### src/rtl/hamming_pkg.sv
// Shared Hamming(13,8) SECDED definitions, used by both the encoder side of
// the protected register and the serial receiver.
//   CODE_W   : codeword width (positions 0..12, position 0 is overall parity)
//   DATA_W   : data width
//   codeword_t, rx_state_t, DATA_POS (codeword position of data bit i)
package hamming_pkg;

    localparam int unsigned CODE_W = 13;
    localparam int unsigned DATA_W = 8;

    typedef logic [CODE_W-1:0] codeword_t;

    typedef enum logic [1:0] {
        ST_IDLE,
        ST_SHIFT,
        ST_DECODE
    } rx_state_t;

    localparam int unsigned DATA_POS [DATA_W] = '{3, 5, 6, 7, 9, 10, 11, 12};

endpackage

### src/rtl/hamming_secded_dec.sv
// Combinational Hamming(13,8) SECDED decoder.
//   codeword   in  13  received codeword, bit i = Hamming position i
//   data       out 8   corrected data (raw data on double error)
//   syndrome   out 4   XOR of indices of set bits in positions 1..12
//   single_err out 1   single error corrected (includes error in p0)
//   double_err out 1   uncorrectable error
module hamming_secded_dec
    import hamming_pkg::*;
(
    input  logic [CODE_W-1:0] codeword,
    output logic [DATA_W-1:0] data,
    output logic [3:0]        syndrome,
    output logic              single_err,
    output logic              double_err
);

    logic      parity;
    codeword_t fixed;

    always_comb begin
        syndrome   = '0;
        parity     = ^codeword;
        fixed      = codeword;
        single_err = 1'b0;
        double_err = 1'b0;
        data       = '0;

        for (int unsigned i = 1; i < CODE_W; i++) begin
            if (codeword[i]) begin
                syndrome = syndrome ^ 4'(i);
            end
        end

        // Syndromes 13..15 point outside the codeword, so they can only come
        // from multiple errors regardless of overall parity.
        if (syndrome == 4'd0) begin
            single_err = parity;
        end else if (syndrome > 4'd12) begin
            double_err = 1'b1;
        end else if (parity) begin
            fixed[syndrome] = ~fixed[syndrome];
            single_err      = 1'b1;
        end else begin
            double_err = 1'b1;
        end

        for (int unsigned i = 0; i < DATA_W; i++) begin
            data[i] = fixed[DATA_POS[i]];
        end
    end

endmodule

### src/rtl/hamming_serial_rx.sv
// Serial receiver for Hamming(13,8) SECDED codewords. Deserialises 13 bits
// (position 0 first) on enabled clocks, decodes in one cycle, and holds the
// result in a valid/ready output register.
//   clk, rst              clock, asynchronous active-high reset
//   enable, start         bit strobe, frame marker (bit 0) qualified by enable
//   serial_in             serial codeword bit
//   data_out, syndrome    decoded data and raw syndrome of delivered word
//   single_err, double_err error flags of delivered word
//   data_valid/data_ready output handshake
//   busy                  frame in progress (SHIFT or DECODE)
//   overrun               one-cycle pulse when a decoded word is dropped
module hamming_serial_rx #(
    parameter int unsigned DATA_W = 8
) (
    input  logic              clk,
    input  logic              rst,
    input  logic              enable,
    input  logic              start,
    input  logic              serial_in,
    output logic [DATA_W-1:0] data_out,
    output logic              data_valid,
    input  logic              data_ready,
    output logic              single_err,
    output logic              double_err,
    output logic [3:0]        syndrome,
    output logic              busy,
    output logic              overrun
);

    import hamming_pkg::*;

    rx_state_t   state, state_n;
    logic [3:0]  cnt, cnt_n;
    codeword_t   sreg, sreg_n;
    logic        load;

    logic [7:0]  dec_data;
    logic [3:0]  dec_syn;
    logic        dec_single;
    logic        dec_double;

    hamming_secded_dec u_dec (
        .codeword   (sreg),
        .data       (dec_data),
        .syndrome   (dec_syn),
        .single_err (dec_single),
        .double_err (dec_double)
    );

    always_ff @(posedge clk or posedge rst) begin
        if (rst) begin
            state <= ST_IDLE;
            cnt   <= '0;
            sreg  <= '0;
        end else begin
            state <= state_n;
            cnt   <= cnt_n;
            sreg  <= sreg_n;
        end
    end

    always_comb begin
        state_n = state;
        cnt_n   = cnt;
        sreg_n  = sreg;
        load    = 1'b0;

        case (state)
            ST_IDLE: begin
                if (enable && start) begin
                    sreg_n    = '0;
                    sreg_n[0] = serial_in;
                    cnt_n     = 4'd1;
                    state_n   = ST_SHIFT;
                end
            end
            ST_SHIFT: begin
                if (enable) begin
                    // A start strobe mid-frame abandons the partial codeword.
                    if (start) begin
                        sreg_n    = '0;
                        sreg_n[0] = serial_in;
                        cnt_n     = 4'd1;
                    end else begin
                        sreg_n[cnt] = serial_in;
                        if (cnt == 4'd12) begin
                            cnt_n   = '0;
                            state_n = ST_DECODE;
                        end else begin
                            cnt_n = cnt + 4'd1;
                        end
                    end
                end
            end
            ST_DECODE: begin
                load    = 1'b1;
                state_n = ST_IDLE;
            end
            default: state_n = ST_IDLE;
        endcase
    end

    assign busy = (state != ST_IDLE);

    always_ff @(posedge clk or posedge rst) begin
        if (rst) begin
            data_out   <= '0;
            syndrome   <= '0;
            single_err <= 1'b0;
            double_err <= 1'b0;
            data_valid <= 1'b0;
            overrun    <= 1'b0;
        end else begin
            overrun <= 1'b0;
            if (load) begin
                if (data_valid && !data_ready) begin
                    overrun <= 1'b1;
                end else begin
                    data_out   <= dec_data;
                    syndrome   <= dec_syn;
                    single_err <= dec_single;
                    double_err <= dec_double;
                    data_valid <= 1'b1;
                end
            end else if (data_valid && data_ready) begin
                data_valid <= 1'b0;
            end
        end
    end

endmodule

### config.mk
export PLATFORM = sky130hd
export DESIGN_NAME = hamming_serial_rx
export DESIGN_NICKNAME = d
export VERILOG_FILES = /design/src/rtl/hamming_pkg.sv /design/src/rtl/hamming_secded_dec.sv /design/src/rtl/hamming_serial_rx.sv
export SDC_FILE = /design/constraint.sdc
export NUM_CORES = 1
export LEC_CHECK = 0
export BUFFER_PORTS_ARGS = -buffer_cell sky130_fd_sc_hd__buf_2
export CAP_MARGIN = 40
export CORE_UTILIZATION = 30
export CTS_BUF_LIST = sky130_fd_sc_hd__clkbuf_16
export DETAILED_ROUTE_END_ITERATION = 6
export GPL_ROUTABILITY_DRIVEN = 0
export GPL_TIMING_DRIVEN = 0
export PLACE_DENSITY = 0.48
export SLEW_MARGIN = 20
export SYNTH_ARGS = -nofsm -noshare
export SYNTH_HDL_FRONTEND = slang
export SYNTH_HIERARCHICAL = 1
export SYNTH_SLANG_ARGS = --single-unit
### constraint.sdc
create_clock -name clk -period 4.6 [get_ports clk]
set_clock_uncertainty 0.1 [all_clocks]
set_input_delay 0.92 -clock clk [delete_from_list [all_inputs] [get_ports clk]]
set_output_delay 0.92 -clock clk [all_outputs]
set_load 0.05 [all_outputs]
==> impl_metrics.ini <==
[die]
die-area_um2 = 9110
core-area_um2 = 8340
start_util_pct = 31.4
ios = 23
die_h_um = 95.5
rows = 33
dieWidth_um = 95.5

[timing]
drv_slew = 0
tightest_slew_ps = 581
min_period_over_period_pct = 62.0
hold_viol_final = 0
rsz0062_at_grt = false
hold_ws_ps = 380
setup-violations-final = 0
finalCriticalPeriod_ps = 2850
fmax_mhz = 351
slew_headroom_pct = 61.0
tns_ps = 0

[placement]
placed_area_um2 = 2880
hpwl_mm = 4.66
port_buffers = 22

[global_routing]
grt_pass1_wl_mm = 11.0
overflow = 0
antenna_found_initial = 0
grt_max_degree = 24
grt_pass1_vias = 2125
grtUsageTotal_pct = 15.9

[yosys]
synth.net_count = 283
yosysUniqueCellTypes = 64
yosys_warnings = 6
ys_seq_area_share_pct = 33.4
synth_edf_count = 0
synth.avg_cell_area_um2 = 9.60
ys_async_sr_fraction_pct = 100
synth_cells = 273
synth_top_area_share_pct = 33.4
synth_seq_cells = 35
ys_top_cells_by_area = dfrtp_1 33%, mux2_1 5.2%, xnor2_1 5.0%, mux2i_1 3.8%, nand2_1 3.7%
synth_area_um2 = 2620
netlist.top_cell.by_area = dfrtp_1
ys.flop_type = dfrtp_1

[power_and_ir_drop]
power_density_nw_per_um2 = 401
vdd_drop_max_mv = 0.153
p_leak_nw = 1.39
fin_total_pwr_mw = 1.21

[cells_and_area]
fin_area_um2 = 3030
ff_latch_area_um2 = 876
fill_cells = 864
multi_input_area_um2 = 1640
nets = 313
final_util_pct = 36.3
diodes = 0
layout-drive-gt1-share_pct = 22.7
areaGrowthSynthToFinish_pct = 15.5

[routing]
vias_per_cell = 5.19
drc = 0
drt_first_pass_iters = 4
routed_wl_mm = 6.30
vias = 2121
ant_nets = 0
drt-initial-drc-count = 105
wl_per_cell_um = 15.4

[critical_path]
cp_max_fo = 7
crit_type = flop to flop
reg2reg_depth = 8
cp.required_ps = 4660
r2r_start = sreg[7]
cp.arrival_ps = 2920
cp-start-kind = flop
r2r_end = data_out[0]
regToRegSetupSlack_ps = 1750
cp-end-kind = flop

[clock_network]
cts_resized = 0
cts_tree = done
ctsHoldBuffers = 0
clk_latency_ps = 280
ctsHtreeMaxLevel = 2
clk_pin_slew_worst_paths_ps = 60
root_buffer = clkbuf_16
postCtsSetupBuffers = 0
clock_path_buffers = 2
cts_made_buffers = 5
cts_num_sinks = 35

[worst_hold_path]
holdPathEnd = data_out[6]
hp-class = flop to flop
min_from = data_out[6]
whs_path_depth = 1

[run]
cap_viol_max_count = 0

[run_status]
status = finished clean
## through the flow
step | cells | worst slack, ps
3_3_place_gp | 400 | 1760
2_1_floorplan | 273 | 2100
6_report | 409 | 1750
3_5_place_dp | 401 | 1770
5_1_grt | 409 | 1600
4_1_cts | 409 | 1750
## logic make-up after synthesis
| family | synth area share, % |
|---|---|
| compound gates | 15.2 |
| buf+inv | 4.06 |
| fa+ha+maj | 2.67 |
| xor+xnor | 13.8 |
| flops | 33.4 |
| simple gates | 19.0 |
| mux | 11.8 |
## power breakdown
group | switching (mW) | internal [mW]
registers | 0.0284 | 0.326
clock network | 0.136 | 0.200
logic | 0.305 | 0.217
## flip-flops by register name, summed over array words and instances, names as in the netlist
signal	count
sreg	13
data_out	8
cnt	4
syndrome	4
state	2
data_valid	1
double_err	1
overrun	1
single_err	1
## how the worst max path moves through the flow
stage / start / end / slack, ps / cells after the start
4_1_cts: sreg[7] / data_out[0] / 1750 / 8
3_3_place_gp: sreg[7] / data_out[0] / 1760 / 8
2_1_floorplan: sreg[7] / data_out[0] / 2100 / 8
5_1_grt: sreg[7] / data_out[0] / 1600 / 8
3_5_place_dp: sreg[7] / data_out[0] / 1770 / 8
6_report: sreg[7] / data_out[0] / 1750 / 8
## Yosys cell counts, drive strengths merged (3+ instances only)
master	count
dfrtp	35
nand2	26
mux2	18
nor2	18
xnor2	18
o21ai	15
a21oi	13
buf	13
nand3	12
nor3	11
mux2i	10
inv	8
o31ai	6
xor2	6
a31oi	5
and3	5
ha	4
nor2b	4
xnor3	4
a21boi	3
and2	3
nand2b	3
o211ai	3
## area by class of cell
cell class                      instances  share of cell area [%]
Buffer                                 15                    2.52
Clock inverter                          3                   0.661
Timing Repair Buffer                   23                    4.30
Multi-Input combinational cell        215                    54.1
Clock buffer                            5                    4.13
Inverter                                8                   0.992
Tap cell                              105                    4.34
Sequential cell                        35                    28.9
## worst max-delay path, cell delays in order, from the launching register on
cell	delay, ps
dfrtp_1	350
buf_2	240
xor2_2	240
xnor3_2	550
inv_2	190
nand2_1	160
nor3_1	290
mux2_4	320
mux2_1	290
## layer usage
| metal | track usage, % | vias to the layer above | routed length, um |
|---|---|---|---|
| li1 | - | 1032 | - |
| met1 | 22.2 | 1038 | 3160 |
| met2 | 24.5 | 44 | 2820 |
| met3 | 3.11 | 7 | 220 |
| met4 | 4.98 | 0 | 95 |
| met5 | 0 | - | 0 |
## layout by cell type (no fill, tap or decap), types with 4 or more instances in the layout
cell type	count
and3_1	5
o21ai_1	6
a31oi_1	5
a21oi_1	12
ha_1	4
o21ai_0	9
nand3_1	12
mux2i_1	10
xor2_1	4
mux2_2	4
clkbuf_16	5
nor3_1	10
mux2_1	12
nor2_1	18
nand2_1	26
xnor2_1	15
dfrtp_1	35
buf_2	32
o31ai_1	5
inv_1	5
Note: power is estimated with default switching activity, not from simulation.
